File: src/rtl/seg_share_ctrl_if.sv
// rtl/seg_share_ctrl_if.sv - request/value/grant bundle between display requesters and the share controller
// The controller side takes the slave modport; requesters drive through master.
interface seg_share_ctrl_if;
  logic [1:0]  req;
  logic [15:0] val0;
  logic [15:0] val1;
  logic [1:0]  gnt;

  modport master (output req, output val0, output val1, input gnt);
  modport slave  (input req, input val0, input val1, output gnt);
endinterface

File: src/rtl/seg_share_ctrl.sv
// rtl/seg_share_ctrl.sv - round-robin share of a 4-digit seven-segment display between two requesters
// Values are snapshotted at frame start so a displayed frame never tears.
module seg_share_ctrl #(
  parameter int SCAN_DIV    = 65536,
  parameter int HOLD_FRAMES = 4
) (
  input  logic              clk,
  input  logic              clr,
  seg_share_ctrl_if.slave   bus,
  output logic [3:0]        an,
  output logic [6:0]        seg,
  output logic              frame_end
);

  localparam int DW = $clog2(SCAN_DIV);
  localparam int FW = $clog2(HOLD_FRAMES + 1);
  localparam logic [DW-1:0] DIV_LAST = DW'(SCAN_DIV - 1);
  localparam logic [FW-1:0] HOLD_F   = FW'(HOLD_FRAMES);

  typedef enum logic {IDLE, SHOW} state_t;

  state_t        state_q, state_d;
  logic [1:0]    gnt_q, gnt_d;
  logic          last_q, last_d;
  logic [15:0]   snap_q, snap_d;
  logic [DW-1:0] div_q, div_d;
  logic [1:0]    digit_q, digit_d;
  logic [FW-1:0] frames_q, frames_d;

  logic          boundary;
  logic          cur, oth, winner;
  logic [FW-1:0] f_next;

  function automatic logic [6:0] hex7(input logic [3:0] n);
    case (n)
      4'h0: hex7 = 7'b0000001;
      4'h1: hex7 = 7'b1001111;
      4'h2: hex7 = 7'b0010010;
      4'h3: hex7 = 7'b0000110;
      4'h4: hex7 = 7'b1001100;
      4'h5: hex7 = 7'b0100100;
      4'h6: hex7 = 7'b0100000;
      4'h7: hex7 = 7'b0001111;
      4'h8: hex7 = 7'b0000000;
      4'h9: hex7 = 7'b0000100;
      4'hA: hex7 = 7'b0001000;
      4'hB: hex7 = 7'b1100000;
      4'hC: hex7 = 7'b0110001;
      4'hD: hex7 = 7'b1000010;
      4'hE: hex7 = 7'b0110000;
      default: hex7 = 7'b0111000;
    endcase
  endfunction

  always_ff @(posedge clk or posedge clr) begin
    if (clr) begin
      state_q  <= IDLE;
      gnt_q    <= 2'b00;
      last_q   <= 1'b1;
      snap_q   <= 16'h0000;
      div_q    <= '0;
      digit_q  <= 2'd0;
      frames_q <= '0;
    end else begin
      state_q  <= state_d;
      gnt_q    <= gnt_d;
      last_q   <= last_d;
      snap_q   <= snap_d;
      div_q    <= div_d;
      digit_q  <= digit_d;
      frames_q <= frames_d;
    end
  end

  always_comb begin
    state_d  = state_q;
    gnt_d    = gnt_q;
    last_d   = last_q;
    snap_d   = snap_q;
    div_d    = div_q;
    digit_d  = digit_q;
    frames_d = frames_q;

    boundary = (state_q == SHOW) && (digit_q == 2'd3) && (div_q == DIV_LAST);
    cur      = gnt_q[1];
    oth      = ~gnt_q[1];
    f_next   = (frames_q >= HOLD_F) ? HOLD_F : frames_q + 1'b1;
    // Contention goes to whoever was not served last.
    winner   = (bus.req == 2'b11) ? ~last_q : bus.req[1];

    case (state_q)
      IDLE: begin
        if (|bus.req) begin
          state_d  = SHOW;
          gnt_d    = winner ? 2'b10 : 2'b01;
          last_d   = winner;
          snap_d   = winner ? bus.val1 : bus.val0;
          div_d    = '0;
          digit_d  = 2'd0;
          frames_d = '0;
        end
      end
      SHOW: begin
        if (!boundary) begin
          if (div_q == DIV_LAST) begin
            div_d   = '0;
            digit_d = digit_q + 2'd1;
          end else begin
            div_d = div_q + 1'b1;
          end
        end else begin
          div_d   = '0;
          digit_d = 2'd0;
          if ((!bus.req[cur] && bus.req[oth]) ||
              (bus.req[cur] && bus.req[oth] && f_next == HOLD_F)) begin
            gnt_d    = oth ? 2'b10 : 2'b01;
            last_d   = oth;
            snap_d   = oth ? bus.val1 : bus.val0;
            frames_d = '0;
          end else if (!bus.req[cur]) begin
            state_d = IDLE;
            gnt_d   = 2'b00;
          end else begin
            snap_d   = cur ? bus.val1 : bus.val0;
            frames_d = f_next;
          end
        end
      end
      default: begin
        state_d = IDLE;
        gnt_d   = 2'b00;
      end
    endcase
  end

  always_comb begin
    an        = 4'b1111;
    seg       = 7'b1111111;
    frame_end = boundary;
    if (state_q == SHOW) begin
      an  = ~(4'b0001 << digit_q);
      seg = hex7(snap_q[{digit_q, 2'b00} +: 4]);
    end
  end

  assign bus.gnt = gnt_q;

endmodule

File: src/flat_wrapper.sv
// flat-port wrapper written by rule: the top's interface ports become plain ports
module seg_share_ctrl_flat 
#(
  parameter int SCAN_DIV    = 65536,
  parameter int HOLD_FRAMES = 4
)
  (clk, clr, an, seg, frame_end, bus_req, bus_val0, bus_val1, bus_gnt);
  seg_share_ctrl_if bus_i ();
  input  logic clk;
  input  logic clr;
  output logic [3:0] an;
  output logic [6:0] seg;
  output logic frame_end;
  input wire logic [$bits(bus_i.req)-1:0] bus_req;
  input wire logic [$bits(bus_i.val0)-1:0] bus_val0;
  input wire logic [$bits(bus_i.val1)-1:0] bus_val1;
  output wire logic [$bits(bus_i.gnt)-1:0] bus_gnt;
  assign bus_i.req = bus_req;
  assign bus_i.val0 = bus_val0;
  assign bus_i.val1 = bus_val1;
  assign bus_gnt = bus_i.gnt;
  seg_share_ctrl #(.SCAN_DIV(SCAN_DIV), .HOLD_FRAMES(HOLD_FRAMES)) u_core (.clk(clk), .clr(clr), .bus(bus_i), .an(an), .seg(seg), .frame_end(frame_end));
endmodule
File: config.mk
export PLATFORM = sky130hd
export DESIGN_NAME = seg_share_ctrl_flat
export DESIGN_NICKNAME = d
export VERILOG_FILES = /design/src/rtl/seg_share_ctrl_if.sv /design/src/rtl/seg_share_ctrl.sv /design/src/flat_wrapper.sv
export SDC_FILE = /design/constraint.sdc
export NUM_CORES = 1
export LEC_CHECK = 0
export CORE_MARGIN = 2
export CORE_UTILIZATION = 40
export DETAILED_ROUTE_END_ITERATION = 10
export SLEW_MARGIN = 20
export SYNTH_ARGS = -nofsm -noshare
export SYNTH_HDL_FRONTEND = slang
export SYNTH_SLANG_ARGS = --single-unit
File: constraint.sdc
create_clock -name clk -period 2.93 [get_ports clk]
set_input_delay 0.586 -clock clk [delete_from_list [all_inputs] [get_ports clk]]
set_output_delay 0.586 -clock clk [all_outputs]
set_load 0.01 [all_outputs]
Word-level counts from Yosys, hierarchy flattened

Memory sizes are Yosys's and may differ from the RTL's.
Index checks and enable logic that the tools add are counted.

Register bits: 41
ROM bits: 112
Input bits: 36
Output and inout port bits: 14
Logic and storage cells: 87
Memories: 1

Memories:

| name            | depth | bits a word | read ports | clocked after Yosys merged registers in | write ports | line                 | source |
|---|---|---|---|---|---|---|---|
| (no name shown) | 16    | 7           | 1          | 0                                       | 0           | seg_share_ctrl.sv:35 | `case (n)` |

$add $sub $neg: 3
Magnitude comparators: 3
Equality and inequality tests: 10
Shift operators: 2
Mux-type cells: 45
Bitwise logic cells: 4
Reduce and logical (&&, ||, !) cells: 12

Operators with widths:

| cell                  | count |
|---|---|
| $mux 16               | 10 |
| $pmux 16 s2           | 2 |
| $mux 2                | 9 |
| $add 16x1->16 const B | 1 |
| $eq 16x16->1 const B  | 1 |
| $shiftx 16x5->4       | 1 |
| $mux 3                | 5 |
| $mux 1                | 12 |
| $ne 3x3->1 const B    | 3 |
| $reduce_and 3->1      | 3 |
| $pmux 2 s2            | 2 |
| $mux 7                | 1 |
| $pmux 3 s2            | 1 |
| $logic_and 1x1->1     | 5 |
| $eq 2x2->1 const B    | 2 |
| $lt 1x2->1 const B    | 2 |
| $mux 4                | 1 |
| $ne 2x2->1 const B    | 2 |
| $not 4->4             | 1 |
| $pmux 1 s2            | 2 |
| $shl 1x2->4 const A   | 1 |
| $add 3x1->3 const B   | 1 |
| $eq 3x3->1 const B    | 1 |
| $ge 3x3->1 const B    | 1 |
| other kinds (7)       | 9 |

Longest topological paths before layout

Gate-level depths: netlist (run 1).

Word-level depth: 9
Depth in mapped cells: 9
Gate-level depth less buffers: 7

Worst setup path before layout (run 1)

OpenSTA, ideal clock, no wires.

Path type: reg2out
Start: register u_core.digit_q[0]
End: output port seg[3]
Data arrival time: 2.147 ns
Data required time: 2.344 ns
Slack: 0.197 ns
Stages on the path, launching flop included: 8
Path buffers: 1
Path through: dfrtp_1 -> clkbuf_1 -> mux4_2 -> inv_1 -> ha_1 -> inv_1 -> mux4_2 -> nand2b_1

Cells in the longest elaborated chain, start to end: 3

Ends and longest elaborated chain:

| what                   | line                  | source |
|---|---|---|
| start, declared        | seg_share_ctrl.sv:27  | `logic [1:0] digit_q, digit_d;` |
| start signal, assigned | seg_share_ctrl.sv:70  | `digit_q <= digit_d;` |
| $shiftx 16x5->4        | seg_share_ctrl.sv:142 | `seg = hex7(snap_q[{digit_q, 2'b00} +: 4]);` |
| $mem_v2 16x7           | -                     |  |
| $mux 7                 | seg_share_ctrl.sv:140 | `if (state_q == SHOW) begin` |
| end, declared          | flat_wrapper.sv:12    | `output logic [6:0] seg;` |

No other way between the ends.

Worst setup path after layout (run 1)

Same ends and word-level chain as after synthesis.

==> results.yml, run 1 <==
run_status:
  outcome: "completed"
logic_synthesis:
  syn_area_um2: 3300
  synth_most_common_cell: "nand2_1"
  ys_seq_area_frac: 0.311
  netlist_top_cells_count: "nand2_1 (47), dfrtp_1 (40), mux2_2 (38)"
  synth_nets: 413
  yosysTopAreaCell: "dfrtp_1"
  synth_ff_type: "dfrtp_1"
  synth_top_area_share: 0.303
  synth_area_per_cell_um2: 9.08
  ys_ff_latch: 41
  synth-edff-count: 0
  async_reset_ff_frac: 1.00
  ys_warn_count: 0
  synth.distinct_cells: 49
  netlist_top_cells_area: "dfrtp_1 (30%), mux2_2 (13%), nand2_1 (5.3%)"
  synthCells: 364
finish:
  fin_util: 0.511
  multi_input_area_um2: 2140
  final_cell_area_um2: 4130
  syn_to_final_growth_pct: 25.1
  seq_area_um2: 1030
  fillers: 774
  n_antenna_cell: 0
  drive_gt1_frac: 0.248
  layout.nets: 472
  final_cells: 528
worst_setup_path:
  critPathLaunch: "u_core.digit_q[0]$_DFFE_PP0P_"
  crit_family: "multiplexers"
  ff2ff_setup_slack_ps: 540
  cp.arrival_ps: 2330
  crit_fanout: 4
  reg2reg_depth: 7
  critPathCapture: "seg[3]"
  max_stage_delay_ps: 580
  path_buf_inv: 2
  end_kind: "primary output"
  cp.depth: 6
  crit_chain: "mux4_2 > buf_6 > ha_4 > mux4_2 > nand2b_4 > buf_6"
  worstPathRequired_ps: 2340
  worstReg2RegStart: "u_core.digit_q[1]$_DFFE_PP0P_"
  worst_path_max_delay_cell: "mux4_2"
  critPathLaunchType: "flop"
  r2r_end: "u_core.snap_q[4]$_DFFE_PP0P_"
  path_class: "flop to primary output"
cts:
  cts-root-buf: "clkbuf_8"
  cts_buffers: 5
  cts_max_path_buffers: 2
  clk_latency_ps: 300
  h-tree-depth: 2
  cts_tree: "yes"
  cts.sinks: 41
  path_clk_slew_ps: 80
  hold_buffers: 0
route:
  routed_wl_um: 8140
  drt_iter0_drc: 111
  via_per_inst: 5.38
  firstDrtPassIters: 4
  drc: 0
  ant_nets: 0
  num_vias: 2843
  post_drt_wl_per_cell_um: 15.4
die:
  core.rowCount: 33
  io_pins: 50
  die-area_um2: 9000
  die_width_um: 94.9
  coreArea_um2: 8090
  start_util: 0.408
  die_h_um: 94.9
timing:
  worst_pin_slew_ps: 789
  hold_viol: 0
  slew_headroom: 0.474
  min_period_ps: 2910
  drv_slew: 0
  rsz0062_at_grt: "yes"
  setup_viol: 0
  fin_crit_sh: 0.994
  hold_slack_ps: 486
  fmax_ghz: 0.343
  setup_ws_ps: 17.6
  fin_skew_ps: 13.1
global_route:
  overflow: 0
  grt_max_degree: 42
  grtUsageTotal: 0.189
  antenna_found_initial: 0
  first_global_vias: 2824
  grt_pass1_wl_um: 13500
placed_design:
  hpwl_um: 5630
  pre_cts_ws_ps: -80.3
  place_congestion: 0.776
  dp_cells: 516
  portBuffers: 49
  post_dp_cell_area_um2: 3960
min_path:
  hold_class: "flop to flop"
power:
  power_leakage_nw: 1.77
  powerDensity_nw_per_um2: 293
  vdd_drop_max_uv: 156
run:
  maxCapViolations: 0
## registers in the layout (all words and copies together), names as in the netlist
signal           count
u_core.div_q        16
u_core.snap_q       16
u_core.frames_q      3
u_core.bus.gnt       2
u_core.digit_q       2
u_core.last_q        1
u_core.state_q       1
## report_power, final
group          switching, mW  internal, mW
combinational         0.0805         0.103
sequential           0.00202         0.567
clock                  0.209         0.248
total                  0.291         0.918
## worst reg2reg max path, delay by kind of cell (launching register included)
family                   cells  cell delay, ps
AND/OR/NAND/NOR              2             780
AO/OA/AOI/OAI                3             640
flip-flops                   1             470
adder cells (fa/ha/maj)      1             260
buffers and inverters        1             170
## timing repair
action	CTS	global route
endpoints found under the setup margin	7	8
setup buffers	3	2
gates resized for setup	13	18
## layout make-up
cell class / instances / area share
clock inverters: 2 / 0.00847
repair buffers: 75 / 0.163
inverters: 15 / 0.0136
clock buffers: 5 / 0.0166
flip-flops and latches: 41 / 0.249
well taps: 105 / 0.0318
multi-input cells: 285 / 0.518
## metrics by stage
| stage | total power, mW | TNS (ps) |
|---|---|---|
| floorplan | 0.684 | 0 |
| global placement | 0.762 | -3.98 |
| detailed placement | 0.765 | -80.3 |
| CTS | 1.22 | -24.5 |
| global route | 1.26 | -74.0 |
| finish | 1.21 | 0 |
## cells by family (layout without fill, tap and decap cells)
group / count (synthesis) / after routing / share of synthesized area
fa+ha+maj: 13 / 13 / 0.0492
flops: 41 / 41 / 0.311
buf+inv: 38 / 97 / 0.0549
simple gates: 99 / 99 / 0.146
xor+xnor: 8 / 8 / 0.0212
mux: 55 / 55 / 0.203
compound gates: 110 / 110 / 0.214
## cells in the final DEF, fill, tap and decap left out, types with 3 or more instances in the layout
master           instances
dlygate4sd2_1            3
nand2b_1                 3
dfrtp_1                 39
mux4_2                   5
inv_1                   12
xor2_1                   6
mux2_1                   9
nand4_1                  3
o211ai_1                 3
mux2i_1                  3
nand3_1                 13
o22ai_1                 17
inv_2                    3
ha_1                     9
o21ai_1                 28
buf_4                   25
nand2_1                 47
a21oi_1                  6
clkbuf_2                 3
mux2_2                  38
o21ai_2                  8
clkdlybuf4s50_1         42
nor2_1                  19
clkbuf_8                 5
o21ai_0                 28
## worst min-delay path by stage
| stage | from | to | slack, ps | cells past startpoint |
|---|---|---|---|---|
| global placement | u_core.snap_q[11]$_DFFE_PP0P_ | u_core.snap_q[11]$_DFFE_PP0P_ | 470 | 2 |
| detailed placement | u_core.snap_q[6]$_DFFE_PP0P_ | u_core.snap_q[6]$_DFFE_PP0P_ | 470 | 2 |
| finish | u_core.snap_q[6]$_DFFE_PP0P_ | u_core.snap_q[6]$_DFFE_PP0P_ | 490 | 2 |
| global route | u_core.snap_q[1]$_DFFE_PP0P_ | u_core.snap_q[1]$_DFFE_PP0P_ | 510 | 2 |
| CTS | u_core.snap_q[6]$_DFFE_PP0P_ | u_core.snap_q[6]$_DFFE_PP0P_ | 490 | 2 |
| floorplan | u_core.snap_q[15]$_DFFE_PP0P_ | u_core.snap_q[15]$_DFFE_PP0P_ | 440 | 2 |
## per-layer routing
layer | vias up | share of wire | global-route usage
li1 | 1446 | - | -
met1 | 1351 | 0.48 | 0.247
met2 | 40 | 0.48 | 0.327
met3 | 6 | 0.026 | 0.0303
met4 | 0 | 0.010 | 0.0471
met5 | - | 0 | 0
(Power assumes the default switching activity.)
==> inputs of run 2 (changes only) <==
--- a/config.mk
+++ b/config.mk
@@ -6,8 +6,9 @@
 export NUM_CORES = 1
 export LEC_CHECK = 0
 export CORE_MARGIN = 2
-export CORE_UTILIZATION = 40
+export CORE_UTILIZATION = 55
 export DETAILED_ROUTE_END_ITERATION = 10
+export PLACE_DENSITY = 0.81
 export SLEW_MARGIN = 20
 export SYNTH_ARGS = -nofsm -noshare
 export SYNTH_HDL_FRONTEND = slang
==> run 2 against run 1 <==
- total power up 7.3%
- sequential power barely moved
- count of clock-buffer cells in the layout is the same
- register-to-register slack worse by 20 ps
- clock skew decreased by 3.8 ps
- clock power grew 19%
- first-iteration DRC count is 27% higher
- final area fell by 0.48%
- largest power group unchanged
==> results.yml, run 2 (synthesis results as in run 1) <==
run_status:
  outcome: "completed"
finish:
  drive_gt1_frac: 0.249
  final_cell_area_um2: 4110
  final_cell_mix: "nand2_1 (47), clkdlybuf4s50_1 (42), mux2_2 (38), dfrtp_1 (38)"
  fin_util: 0.703
  seq_area_um2: 1030
  final_common_cell: "nand2_1"
  fillers: 419
  multi_input_area_um2: 2140
  largest_registers: "u_core.div_q (16), u_core.snap_q (16), u_core.frames_q (3)"
  syn_to_final_growth_pct: 24.5
  final_cells: 497
  n_antenna_cell: 0
  layout.nets: 470
worst_setup_path:
  end_kind: "primary output"
  worstPathRequired_ps: 2340
  critPathLaunchType: "flop"
  crit_fanout: 4
  cp.arrival_ps: 2330
  path_class: "flop to primary output"
cts:
  cts_buffers: 5
  hold_buffers: 0
  cts-root-buf: "clkbuf_8"
  cts_tree: "yes"
  h-tree-depth: 2
  clk_latency_ps: 300
  cts_max_path_buffers: 2
  cts.sinks: 41
  path_clk_slew_ps: 80
route:
  routed_wl_um: 8210
  num_vias: 3014
  drt_iter0_drc: 141
  via_per_inst: 6.06
  post_drt_wl_per_cell_um: 16.5
  ant_nets: 0
  firstDrtPassIters: 4
  drc: 0
power:
  clockPowerShare: 0.418
  p_sw_mw: 0.288
  power_leakage_nw: 1.77
  power_frac_comb: 0.143
  power.total_mw: 1.30
  switching_share: 0.222
  p_int_mw: 1.01
  sequentialPowerShare: 0.438
  vdd_drop_max_uv: 313
  powerDensity_nw_per_um2: 316
run:
  maxCapViolations: 0
timing:
  worst_pin_slew_ps: 811
  fin_crit_sh: 0.996
  fmax_ghz: 0.343
  slew_headroom: 0.460
  setup_viol: 0
  rsz0062_at_grt: "yes"
  min_period_ps: 2920
  hold_viol: 0
  fin_skew_ps: 9.28
  drv_slew: 0
placed_design:
  post_dp_cell_area_um2: 3910
  dp_cells: 484
  place_congestion: 0.853
  hpwl_um: 5660
  portBuffers: 49
die:
  start_util: 0.565
  io_pins: 50
  coreArea_um2: 5850
  die-area_um2: 6640
  core.rowCount: 28
  die_width_um: 81.5
  die_h_um: 81.5
global_route:
  grt_pass1_wl_um: 13300
  overflow: 0
  grtUsageTotal: 0.258
  first_global_vias: 2872
  antenna_found_initial: 0
  grt_max_degree: 42
min_path:
  hold_class: "flop to flop"
run 2: worst paths after layout:
path	slack (ps)	cells past startpoint	startpoint	endpoint
max reg2reg	520	7	u_core.div_q[0]$_DFFE_PP0P_	u_core.snap_q[13]$_DFFE_PP0P_
min reg2reg	490	2	u_core.snap_q[11]$_DFFE_PP0P_	u_core.snap_q[11]$_DFFE_PP0P_
min in group asynchronous	720	3	clr	u_core.snap_q[5]$_DFFE_PP0P_
max	10	6	u_core.digit_q[0]$_DFFE_PP0P_	seg[3]
min	490	2	u_core.snap_q[11]$_DFFE_PP0P_	u_core.snap_q[11]$_DFFE_PP0P_
max in group asynchronous	1830	3	clr	u_core.digit_q[1]$_DFFE_PP0P_
run 2: final cells by class:
| cell class | count | area share |
|---|---|---|
| inverter | 15 | 0.0137 |
| clock buffer | 5 | 0.0167 |
| clock inverter | 3 | 0.0158 |
| sequential | 41 | 0.250 |
| multi-input combinational | 285 | 0.521 |
| timing repair buffer | 73 | 0.160 |
| tap | 75 | 0.0228 |
run 2: per-layer routing:
metal,vias to the layer above,track usage,wire [um]
li1,1442,-,-
met5,-,0,0
met2,90,0.451,4250
met1,1471,0.323,3440
met4,0,0.0881,136
met3,11,0.0451,388
run 2: through the flow:
| step | setup WS, ps | hold WS, ps | setup TNS, ps |
|---|---|---|---|
| 2_1_floorplan | 197 | 443 | 0 |
| 3_3_place_gp | 7.29 | 458 | 0 |
| 3_5_place_dp | -51.5 | 470 | -83.8 |
| 4_1_cts | -2.15 | 490 | -2.15 |
| 5_1_grt | -74.1 | 527 | -99.3 |
| 6_report | 11.9 | 487 | 0 |
run 2: power groups by stage:
stage                     Sequential (mW)  Clock [mW]  Combinational, mW
after floorplan                     0.580           0              0.104
after global placement              0.580           0              0.179
after detailed placement            0.580           0              0.185
after CTS                           0.569       0.549              0.186
after global routing                0.569       0.573              0.200
final                               0.569       0.543              0.186
run 2: worst max-delay path, cell delays in order (launching register included):
cell and delay [ps]:
dfrtp_2 410, mux4_2 570, buf_6 160, ha_4 140, mux4_2 460, nand2b_4 150, buf_6 130
run 2: what timing repair did:
item	CTS	global route
resized for setup	17	20
pin swaps	0	2
setup buffers	3	2
setup endpoints to repair	8	7
==> inputs of run 3 (changes only) <==
--- a/config.mk
+++ b/config.mk
@@ -8,7 +8,9 @@
 export CORE_MARGIN = 2
 export CORE_UTILIZATION = 55
 export DETAILED_ROUTE_END_ITERATION = 10
+export GPL_TIMING_DRIVEN = 0
 export PLACE_DENSITY = 0.81
+export SKIP_LAST_GASP = 1
 export SLEW_MARGIN = 20
 export SYNTH_ARGS = -nofsm -noshare
 export SYNTH_HDL_FRONTEND = slang
==> run 3 against run 2 <==
- the flow now finishes with violations (setup timing)
- sequential share of layout area is 0.19 points lower
- via count is 1.8% higher
- combinational power is 3% higher
- count of clock-buffer cells in the layout is 1 higher
- final cell count is 1.8% higher
==> results.yml, run 3 (synthesis results as in run 1) <==
timing:
  setup_viol: 1
  setup_ws_ps: -4.97
  fin_crit_sh: 1.00
  rsz0062_at_grt: "yes"
  drv_slew: 0
  worst_pin_slew_ps: 767
  fin_skew_ps: 12.3
  fmax_ghz: 0.341
  slew_headroom: 0.485
  tns_ps: -4.97
  min_period_ps: 2930
  hold_slack_ps: 491
  hold_viol: 0
finish:
  fillers: 432
  fin_util: 0.708
  seq_area_um2: 1030
  final_cell_mix: "nand2_1 (47), clkdlybuf4s50_1 (42), dfrtp_1 (39)"
  largest_registers: "u_core.div_q (16), u_core.snap_q (16), u_core.frames_q (3)"
  final_common_cell: "nand2_1"
  drive_gt1_frac: 0.244
  syn_to_final_growth_pct: 25.3
  multi_input_area_um2: 2150
  n_antenna_cell: 0
  layout.nets: 479
cts:
  path_clk_slew_ps: 80
  cts.sinks: 41
  clk_latency_ps: 300
  cts_buffers: 5
  hold_buffers: 0
  h-tree-depth: 2
  cts-root-buf: "clkbuf_8"
  cts_max_path_buffers: 2
  cts_tree: "yes"
route:
  num_vias: 3068
  post_drt_wl_per_cell_um: 16.4
  drt_iter0_drc: 183
  firstDrtPassIters: 4
  ant_nets: 0
  drc: 0
  via_per_inst: 6.06
  routed_wl_um: 8300
worst_setup_path:
  critPathLaunchType: "flop"
  cp.arrival_ps: 2350
  path_class: "flop to primary output"
  worstPathRequired_ps: 2340
  crit_fanout: 4
  end_kind: "primary output"
power:
  powerDensity_nw_per_um2: 272
  power_leakage_nw: 1.80
  vdd_drop_max_uv: 168
die:
  die_h_um: 81.5
  coreArea_um2: 5850
  core.rowCount: 28
  start_util: 0.565
  io_pins: 50
  die_width_um: 81.5
  die-area_um2: 6640
global_route:
  grt_pass1_wl_um: 13700
  first_global_vias: 2924
  overflow: 0
  grtUsageTotal: 0.263
  antenna_found_initial: 0
  grt_max_degree: 26
run_status:
  violations: "setup timing"
  outcome: "finished with violations"
min_path:
  hold_class: "flop to flop"
placed_design:
  portBuffers: 49
  place_congestion: 0.849
  hpwl_um: 6090
run:
  maxCapViolations: 0
-- run 3: cell types whose count changed in the layout (fill, tap and decap cells not counted), moves of 2 or more --
cell	change
buf_4	-9
clkbuf_1	+7
buf_2	+4
bufinv_16	-2
clkbuf_4	+2
dlygate4sd2_1	+2
inv_1	-2
-- run 3: final timing paths --
check	start	to	depth (start not counted)	slack, ps
worst max-delay path	u_core.digit_q[0]$_DFFE_PP0P_	seg[3]	7	-5
worst min register to register	u_core.snap_q[1]$_DFFE_PP0P_	u_core.snap_q[1]$_DFFE_PP0P_	2	490
max in group asynchronous	clr	u_core.last_q$_DFFE_PP1P_	3	1770
worst min-delay path	u_core.snap_q[1]$_DFFE_PP0P_	u_core.snap_q[1]$_DFFE_PP0P_	2	490
min in group asynchronous	clr	u_core.div_q[6]$_DFFE_PP0P_	2	600
worst max register to register	u_core.frames_q[0]$_DFFE_PP0P_	u_core.snap_q[9]$_DFFE_PP0P_	9	510
-- run 3: final cells by class --
cell class | instances | share of cell area
well taps | 75 | 0.0227
plain buffers | 21 | 0.0314
repair buffers | 61 | 0.143
clock buffers | 6 | 0.0175
multi-input cells | 285 | 0.520
flip-flops and latches | 41 | 0.248
clock inverters | 2 | 0.00242
inverters | 15 | 0.0142
-- run 3: critical path: stages, from the launching register on --
cell and delay (ps):
dfrtp_2 440, mux4_2 620, inv_2 130, ha_4 140, inv_2 20, mux4_2 440
nand2b_4 150, buf_6 120
-- run 3: stage by stage --
step	instance area (um^2)	cells	total power [mW]	setup WS, ps
2_1_floorplan	3300	364	0.684	197
3_3_place_gp	3890	488	0.759	-416
3_5_place_dp	3910	489	0.769	-460
4_1_cts	4060	503	1.13	-166
5_1_grt	4140	506	1.17	-66.5
6_report	4140	506	1.13	-4.97
-- run 3: where the power goes --
group | total (mW) | leakage (nW) | internal (mW) | switching, mW
combinational | 0.191 | 1.24 | 0.106 | 0.0849
sequential | 0.568 | 0.511 | 0.567 | 0.000689
clock | 0.368 | 0.0450 | 0.165 | 0.202
-- run 3: repair_timing --
item	in CTS	in global routing
buffers inserted	7	4
endpoints found under the setup margin	12	10
resized for setup	16	20
pin swaps	1	2
-- run 3: metal layers --
layer	global-route usage	wire, um
met3	0.0286	322
met5	0	0
met2	0.475	4290
met4	0.0864	98
met1	0.327	3590
